==> config.mk <==
export PLATFORM = sky130hd
export DESIGN_NAME = mips_multicycle_ctrl
export DESIGN_NICKNAME = d
export VERILOG_FILES = /design/src/rtl/mips_ctrl_pkg.sv /design/src/rtl/mips_ctrl_decode.sv /design/src/rtl/mips_multicycle_ctrl.sv
export SDC_FILE = /design/constraint.sdc
export NUM_CORES = 1
export LEC_CHECK = 0
export BUFFER_PORTS_ARGS = -buffer_cell sky130_fd_sc_hd__buf_2
export CAP_MARGIN = 25
export CORE_UTILIZATION = 40
export DETAILED_ROUTE_END_ITERATION = 7
export GPL_TIMING_DRIVEN = 0
export PLACE_DENSITY = 0.75
export SETUP_SLACK_MARGIN = 0.5
export SYNTH_ARGS = -nofsm -noshare
export SYNTH_HDL_FRONTEND = slang
export SYNTH_SLANG_ARGS = --single-unit
==> constraint.sdc <==
create_clock -name clock -period 1.7 [get_ports clock]
set_clock_uncertainty 0.2 [all_clocks]
set_input_delay 0.255 -clock clock [delete_from_list [all_inputs] [get_ports clock]]
set_output_delay 0.255 -clock clock [all_outputs]
set_load 0.01 [all_outputs]
==> src/rtl/mips_ctrl_pkg.sv <==
// Shared encodings for the MIPS multicycle control unit.
// MIPS_CTRL_JUMP_EN adds the j instruction to the supported opcode set.
package mips_ctrl_pkg;

   typedef enum logic [3:0] {
      S_FETCH  = 4'd0,
      S_DECODE = 4'd1,
      S_MEMADR = 4'd2,
      S_MEMRD  = 4'd3,
      S_MEMWB  = 4'd4,
      S_MEMWR  = 4'd5,
      S_EXEC   = 4'd6,
      S_ALUWB  = 4'd7,
      S_BRANCH = 4'd8,
      S_ADDIEX = 4'd9,
      S_ADDIWB = 4'd10,
      S_JUMP   = 4'd11
   } state_e;

   localparam logic [5:0] OP_RTYPE = 6'h00;
   localparam logic [5:0] OP_J     = 6'h02;
   localparam logic [5:0] OP_BEQ   = 6'h04;
   localparam logic [5:0] OP_ADDI  = 6'h08;
   localparam logic [5:0] OP_LW    = 6'h23;
   localparam logic [5:0] OP_SW    = 6'h2B;

   localparam logic [1:0] ALUB_REG     = 2'b00;
   localparam logic [1:0] ALUB_FOUR    = 2'b01;
   localparam logic [1:0] ALUB_IMM     = 2'b10;
   localparam logic [1:0] ALUB_IMM_SH2 = 2'b11;

   localparam logic [1:0] ALUOP_ADD   = 2'b00;
   localparam logic [1:0] ALUOP_SUB   = 2'b01;
   localparam logic [1:0] ALUOP_FUNCT = 2'b10;

   localparam logic [1:0] PCSRC_ALU    = 2'b00;
   localparam logic [1:0] PCSRC_ALUOUT = 2'b01;
   localparam logic [1:0] PCSRC_JUMP   = 2'b10;

   typedef struct packed {
      logic       pc_write;
      logic       branch;
      logic       ir_write;
      logic       i_or_d;
      logic       mem_read;
      logic       mem_write;
      logic       mem_to_reg;
      logic       reg_dst;
      logic       reg_write;
      logic       alu_src_a;
      logic [1:0] alu_src_b;
      logic [1:0] alu_op;
      logic [1:0] pc_src;
      logic       instr_done;
      logic       illegal_op;
   } ctrl_t;

   function automatic logic op_supported(input logic [5:0] op);
      logic ok;
      case (op)
         OP_RTYPE, OP_BEQ, OP_ADDI, OP_LW, OP_SW: ok = 1'b1;
`ifdef MIPS_CTRL_JUMP_EN
         OP_J:                                    ok = 1'b1;
`endif
         default:                                 ok = 1'b0;
      endcase
      return ok;
   endfunction

endpackage

==> src/rtl/mips_ctrl_decode.sv <==
// Pure state-to-output decode for the multicycle control FSM (no input qualification).
// JUMP state decode exists only when MIPS_CTRL_JUMP_EN is defined.
module mips_ctrl_decode
   import mips_ctrl_pkg::*;
#(
   parameter int STATE_W = 4
) (
   input  logic [STATE_W-1:0] state_i,
   output ctrl_t              ctrl_o
);

   always_comb begin
      ctrl_o = '0;
      case (state_i)
         STATE_W'(S_FETCH): begin
            ctrl_o.mem_read  = 1'b1;
            ctrl_o.pc_write  = 1'b1;
            ctrl_o.ir_write  = 1'b1;
            ctrl_o.alu_src_b = ALUB_FOUR;
         end
         STATE_W'(S_DECODE): begin
            ctrl_o.alu_src_b = ALUB_IMM_SH2;
         end
         STATE_W'(S_MEMADR): begin
            ctrl_o.alu_src_a = 1'b1;
            ctrl_o.alu_src_b = ALUB_IMM;
         end
         STATE_W'(S_MEMRD): begin
            ctrl_o.mem_read = 1'b1;
            ctrl_o.i_or_d   = 1'b1;
         end
         STATE_W'(S_MEMWB): begin
            ctrl_o.reg_write  = 1'b1;
            ctrl_o.mem_to_reg = 1'b1;
            ctrl_o.instr_done = 1'b1;
         end
         STATE_W'(S_MEMWR): begin
            ctrl_o.mem_write  = 1'b1;
            ctrl_o.i_or_d     = 1'b1;
            ctrl_o.instr_done = 1'b1;
         end
         STATE_W'(S_EXEC): begin
            ctrl_o.alu_src_a = 1'b1;
            ctrl_o.alu_src_b = ALUB_REG;
            ctrl_o.alu_op    = ALUOP_FUNCT;
         end
         STATE_W'(S_ALUWB): begin
            ctrl_o.reg_dst    = 1'b1;
            ctrl_o.reg_write  = 1'b1;
            ctrl_o.instr_done = 1'b1;
         end
         STATE_W'(S_BRANCH): begin
            ctrl_o.alu_src_a  = 1'b1;
            ctrl_o.alu_src_b  = ALUB_REG;
            ctrl_o.alu_op     = ALUOP_SUB;
            ctrl_o.pc_src     = PCSRC_ALUOUT;
            ctrl_o.branch     = 1'b1;
            ctrl_o.instr_done = 1'b1;
         end
         STATE_W'(S_ADDIEX): begin
            ctrl_o.alu_src_a = 1'b1;
            ctrl_o.alu_src_b = ALUB_IMM;
         end
         STATE_W'(S_ADDIWB): begin
            ctrl_o.reg_write  = 1'b1;
            ctrl_o.instr_done = 1'b1;
         end
`ifdef MIPS_CTRL_JUMP_EN
         STATE_W'(S_JUMP): begin
            ctrl_o.pc_src     = PCSRC_JUMP;
            ctrl_o.pc_write   = 1'b1;
            ctrl_o.instr_done = 1'b1;
         end
`endif
         default: ;
      endcase
   end

endmodule

==> src/rtl/mips_multicycle_ctrl.sv <==
// Moore multicycle control FSM: state register, next-state logic and mem_ready qualification.
// Build option MIPS_CTRL_JUMP_EN enables the j instruction (opcode 0x02).
module mips_multicycle_ctrl
   import mips_ctrl_pkg::*;
#(
   parameter int STATE_W = 4
) (
   input  logic       clock,
   input  logic       reset,
   input  logic [5:0] opcode,
   input  logic       mem_ready,
   output logic       pc_write,
   output logic       branch,
   output logic       ir_write,
   output logic       i_or_d,
   output logic       mem_read,
   output logic       mem_write,
   output logic       mem_to_reg,
   output logic       reg_dst,
   output logic       reg_write,
   output logic       alu_src_a,
   output logic [1:0] alu_src_b,
   output logic [1:0] alu_op,
   output logic [1:0] pc_src,
   output logic       instr_done,
   output logic       illegal_op
);

   logic [STATE_W-1:0] state_q, state_d;
   ctrl_t              raw, ctrl;
   logic               illegal;

   always_ff @(posedge clock) begin
      if (reset) state_q <= STATE_W'(S_FETCH);
      else       state_q <= state_d;
   end

   always_comb begin
      state_d = STATE_W'(S_FETCH);
      case (state_q)
         STATE_W'(S_FETCH):  state_d = mem_ready ? STATE_W'(S_DECODE) : STATE_W'(S_FETCH);
         STATE_W'(S_DECODE): begin
            case (opcode)
               OP_LW, OP_SW: state_d = STATE_W'(S_MEMADR);
               OP_RTYPE:     state_d = STATE_W'(S_EXEC);
               OP_BEQ:       state_d = STATE_W'(S_BRANCH);
               OP_ADDI:      state_d = STATE_W'(S_ADDIEX);
`ifdef MIPS_CTRL_JUMP_EN
               OP_J:         state_d = STATE_W'(S_JUMP);
`endif
               default:      state_d = STATE_W'(S_FETCH);
            endcase
         end
         STATE_W'(S_MEMADR): state_d = (opcode == OP_SW) ? STATE_W'(S_MEMWR) : STATE_W'(S_MEMRD);
         STATE_W'(S_MEMRD):  state_d = mem_ready ? STATE_W'(S_MEMWB) : STATE_W'(S_MEMRD);
         STATE_W'(S_MEMWR):  state_d = mem_ready ? STATE_W'(S_FETCH) : STATE_W'(S_MEMWR);
         STATE_W'(S_EXEC):   state_d = STATE_W'(S_ALUWB);
         STATE_W'(S_ADDIEX): state_d = STATE_W'(S_ADDIWB);
         default:            state_d = STATE_W'(S_FETCH);
      endcase
   end

   mips_ctrl_decode #(
      .STATE_W (STATE_W)
   ) u_decode (
      .state_i (state_q),
      .ctrl_o  (raw)
   );

   assign illegal = (state_q == STATE_W'(S_DECODE)) && !op_supported(opcode);

   // Memory-completion qualification; reset forces every output low, even mid-instruction.
   always_comb begin
      ctrl = raw;
      if (state_q == STATE_W'(S_FETCH)) begin
         ctrl.pc_write = raw.pc_write & mem_ready;
         ctrl.ir_write = raw.ir_write & mem_ready;
      end
      if (state_q == STATE_W'(S_MEMWR)) ctrl.instr_done = raw.instr_done & mem_ready;
      if (illegal) begin
         ctrl.illegal_op = 1'b1;
         ctrl.instr_done = 1'b1;
      end
      if (reset) ctrl = '0;
   end

   assign pc_write   = ctrl.pc_write;
   assign branch     = ctrl.branch;
   assign ir_write   = ctrl.ir_write;
   assign i_or_d     = ctrl.i_or_d;
   assign mem_read   = ctrl.mem_read;
   assign mem_write  = ctrl.mem_write;
   assign mem_to_reg = ctrl.mem_to_reg;
   assign reg_dst    = ctrl.reg_dst;
   assign reg_write  = ctrl.reg_write;
   assign alu_src_a  = ctrl.alu_src_a;
   assign alu_src_b  = ctrl.alu_src_b;
   assign alu_op     = ctrl.alu_op;
   assign pc_src     = ctrl.pc_src;
   assign instr_done = ctrl.instr_done;
   assign illegal_op = ctrl.illegal_op;

endmodule

== Yosys cells after proc, flatten, opt, wreduce, memory -nomap -nowiden ==
Index checks and enable logic that the tools add are counted.
Word-level totals
  register bits: 4
  logic and storage cells: 53
  input bits: 9
  output and inout port bits: 18
Operators by class
  equal/unequal tests: 14
  reduce and logical (&&, ||, !) cells: 12
  multiplexer cells: 24
  bitwise logic cells: 2
Operators by type and width (count)
  $pmux W4 S7: 1
  $mux W18: 1
  $eq A4 B3 Y1 const B: 4
  $pmux W4 S4: 1
  $mux W1: 15
  $eq A4 B4 Y1 const B: 3
  $eq A6 B6 Y1 const B: 2
  $reduce_or A5 Y1: 2
  $mux W3: 3
  $eq A4 B2 Y1 const B: 2
  $reduce_or A2 Y1: 4
  $eq A6 B3 Y1 const B: 1
  $eq A6 B4 Y1 const B: 1
  $logic_not A6 Y1: 1
  $pmux W2 S3: 1
  $eq A4 B1 Y1 const B: 1
  $logic_not A4 Y1: 1
  $pmux W2 S2: 1
  $reduce_or A4 Y1: 1
  $reduce_or A3 Y1: 1
  $and A1 B1 Y1: 2
  $mux W2: 1
  $logic_and A1 B1 Y1: 1
  $logic_not A1 Y1: 1

== Depth between registers and ports, before layout ==
  word-level depth: 7
  depth in mapped cells: 5

== Hierarchy ==
Synthesis repeated with hierarchy kept, for this count alone.
Unflattened totals
  cell total of the unflattened synthesis: 104
  area total of the unflattened synthesis: 728.2 um^2
Modules (own cells, without submodules)
  mips_multicycle_ctrl: area each 534.3 um^2, sequential area each 80.1 um^2, cells each 74, instances 1
  mips_ctrl_decode: area each 193.9 um^2, sequential area each 0.0 um^2, cells each 30, instances 1

== Least setup slack after synthesis ==
No wires, ideal clock.
  kind: input port to output port
  start point: in reset
  end point: out pc_write
  stages: 4
  buffers on the path: 2
  data arrival time: 1566 ps
  setup slack: -321 ps
  cell sequence: clkbuf_1 -> or3_1 -> nor4b_1 -> buf_4
Between the ends
  cells in the longest elaborated chain, start to end: 1
RTL lines
  start: declaration: line mips_multicycle_ctrl.sv:9  | input logic reset,
  $mux W18: line mips_multicycle_ctrl.sv:84  | if (reset) ctrl = '0;
  end: declaration: line mips_multicycle_ctrl.sv:12  | output logic pc_write,
Every way passes these cells.

== Worst setup path after layout ==
  start point: reg state_q[1]
  end point: out instr_done
Between the ends
  cells in the longest elaborated chain, start to end: 7
  elaborated cells on any way between the ends: 13
  classes of those cells: 6 x eq/ne; 4 x mux; 1 x bitwise; 2 x reduce/logical
RTL lines
  start: declaration: line mips_multicycle_ctrl.sv:29  | logic [STATE_W-1:0] state_q, state_d;
  start signal: assignment: line mips_multicycle_ctrl.sv:34  | if (reset) state_q <= STATE_W'(S_FETCH);
  start signal: assignment: line mips_multicycle_ctrl.sv:35  | else state_q <= state_d;
  $eq A4 B3 Y1 (tied with other cells): line mips_ctrl_decode.sv:14, mips_multicycle_ctrl.sv:79
  $reduce_or A5 Y1 (no source line)
  $mux W1: line mips_ctrl_decode.sv:14  | case (state_i)
  $and A1 B1 Y1: line mips_multicycle_ctrl.sv:79  | if (state_q == STATE_W'(S_MEMWR)) ctrl.instr_done = raw.instr_done & mem_ready;
  $mux W1: line mips_multicycle_ctrl.sv:79
  $mux W2 *: line mips_multicycle_ctrl.sv:80  | if (illegal) begin
  $mux W18 *: line mips_multicycle_ctrl.sv:84
  end: declaration: line mips_multicycle_ctrl.sv:25  | output logic instr_done,
Mark *: on every way between the ends. The rest lies on a longest branch, timed or not.

==> summary.txt <==
Setup path
  – Slowest CP cell: dfxtp_4
  – Worst EP required: 1.24 ns
  – Setup slack, reg-to-reg: approximately 0.060 ns
  – Critical Path Max Stage Delay: around 0.36 ns
  – Crit path kind: reg2out
  – Crit end category: primary output
  – Cell family with most CP delay: simple AND/OR/NAND/NOR gates
  – CP Cell Sequence: nand2b_1, clkbuf_8, o211ai_1, a21oi_1, or2_1, buf_2
  – Critical path arrival: 1.66 ns
  – Startpoint types: flip-flop
  – CP max FO: 10
  – WP buf/inv: 2

Power
  – Worst IR drop on VDD: 0.000445 V
  – P per Cell Area: 337 nW/um2
  – Overall power: ~420 uW
  – Leak pwr: 0.000501 uW

Clock network
  – Clock Path Buffers: 2
  – CTS H-tree depth: 1
  – Clock Pin Slew Worst Setup and Hold Paths: 0.05 ns
  – CTS tree: built
  – CTS sink count: 4
  – Clk Latency, worst-skew pair: 0.26 ns
  – CTS Root Cell: clkbuf_4
  – Cts bufs inserted: 3

Synth
  – Syn_nets: 90
  – Seq cells post-synth: 4
  – Number of synthesized flops with an enable pin: 0
  – Syn. warnings: 0
  – Synth Area per Inst: 6.92 um2
  – Async S/R FF share, synth: 0
  – Syn Inst Count: 81
  – Netlist cell types: 35
  – Synth Cell Area: ~560 um2
  – Main synth FF type: dfxtp_1
  – Post-synthesis sequential area ratio: 0.143

STA
  – RSZ-0062 raised after global routing: yes
  – Final setup vio count: 17
  – Slew Limit Fails: 0
  – Period utilisation layout: 1.25
  – Final Hold Fails: 0
  – Max Clock Freq: roughly 470 MHz
  – Final min period: 2.12 ns
  – Min setup slack post-route: -0.418 ns

Drt
  – Antenna viol nets, final: 0
  – Vias/cell: 6.36
  – Vias: 884
  – DRT iter0 DRCs: 29
  – DRC Markers: 0
  – Post-Route WL: 2970 um
  – Initial DRT Pass Iterations: 4
  – Avg WL per Cell: roughly 21 um

Die
  – Initial core utilization: 0.431
  – Chip Height: between 30 and 40 um
  – Cell Rows: 13
  – Die width: 39.4 um
  – Top Ports: 27
  – Die area: about 1600 um2
  – CORE AREA: 1300 um2

Final layout
  – Biggest regs: state_q (4)
  – Area grow syn2layout: 121%
  – # nets final: 134
  – Layout Cells excl Fill: 139
  – Ant diodes: 0
  – Largest reg by FF count: state_q
  – Finished Cell Area: approximately 1200 um2
  – Layout cells sized above 1: 0.766
  – Max FFs per register: 4

Global route
  – Gr ovfl total: 0
  – First-pass GRT wire length: about 3200 um
  – GR Util All Layers: 0.311
  – Vias in the first global route: around 760
  – Initial antenna violation count: 0
  – Largest net degree at the start of global routing: 11

Place
  – Port buffer count: 24
  – DP HPWL: around 1300 um
  – Placed insts: 120
  – Gpl congestion: roughly 0.86
  – Placed Area: 910 um2

Min path
  – Worst hold-check path type: in2reg

Run
  – Max_cap viols: 0

Status
  – Failing checks: negative setup slack
  – Outcome: complete, but fails checks
==> repair_timing <==
| item | CTS | global route |
|---|---|---|
| setup buffers | 11 | 4 |
| gates resized for setup | 26 | 13 |
| gates cloned | 0 | 0 |
| pin swaps | 13 | 6 |
| hold buffers | 0 | 0 |
| setup endpoints to repair | 21 | 21 |
==> power by group <==
| part | leakage, uW | switching [uW] | internal (uW) |
|---|---|---|---|
| clock network | 0.0000150 | 59.0 | 89.4 |
| registers | 0.0000349 | 3.44 | 93.5 |
| logic | 0.000451 | 88.1 | 83.2 |
| total | 0.000501 | 150 | 266 |
==> cells in the final DEF, fill, tap and decap left out, drive strengths merged, types with 3 or more instances in the layout <==
cell type	Yosys	layout
nor3	5	5
clkbuf	4	7
a21oi	9	9
nand2	5	5
nor4	3	3
nor2	10	10
dfxtp	4	4
xnor2	3	3
buf	5	45
nand2b	3	3
o21ai	3	3
==> per-stage QoR <==
| step | util | TNS, ns | worst slack, ns | hold slack [ns] |
|---|---|---|---|---|
| after floorplan | - | -0.0979 | -0.0979 | 0.188 |
| after global placement | 0.699 | -0.474 | -0.299 | 0.269 |
| after detailed placement | 0.699 | -0.587 | -0.328 | 0.274 |
| after CTS | 0.881 | -1.27 | -0.311 | 0.0369 |
| after global routing | 0.950 | -3.39 | -0.455 | 0.0333 |
| final | 0.950 | -2.68 | -0.418 | 0.0319 |
==> final cells by class <==
| cell class | instances | area, um2 |
|---|---|---|
| Multi-Input combinational cell | 68 | 679 |
| Timing Repair Buffer | 39 | 297 |
| Buffer | 9 | 125 |
| Sequential cell | 4 | 90.1 |
| Fill cell | 41 | 65.1 |
| Clock buffer | 4 | 26.3 |
| Tap cell | 15 | 18.8 |
==> path summary, 6_finish.rpt <==
kind | from | to | cells past startpoint
min | reset | state_q[3] | 2
min reg2reg | state_q[1] | state_q[2] | 3
max reg2reg | state_q[3] | state_q[1] | 7
max | state_q[1] | instr_done | 6
==> logic make-up after synthesis <==
family / after synthesis / synth area share
AO/OA/AOI/OAI: 19 / 0.239
XOR/XNOR: 3 / 0.0469
buffers and inverters: 9 / 0.0826
flip-flops: 4 / 0.143
multiplexers: 1 / 0.0201
other: 1 / 0.00669
AND/OR/NAND/NOR: 44 / 0.462
==> routing by layer <==
metal,vias up,share of wire,global-route usage
met5,-,0,0
met2,60,0.49,0.537
met3,25,0.057,0.0795
met1,414,0.38,0.332
li1,385,-,-
met4,0,0.067,0.190
==> cells in the mapped netlist (2+ instances only) <==
cell / n / area, um2
nand3b_1: 2 / 15.0
a21oi_1: 9 / 45.0
clkbuf_1: 4 / 15.0
o21ai_0: 2 / 10.0
nand2_1: 5 / 18.8
nor4b_1: 2 / 17.5
nand2b_1: 3 / 18.8
or4b_2: 2 / 20.0
nor2_1: 10 / 37.5
xnor2_1: 3 / 26.3
or3b_2: 2 / 17.5
nor4_1: 3 / 18.8
nor3_1: 5 / 25.0
buf_4: 3 / 22.5
nor2b_1: 2 / 12.5
dfxtp_1: 4 / 80.1
o21bai_1: 2 / 15.0
No activity file was read; power rests on OpenSTA's default activity.
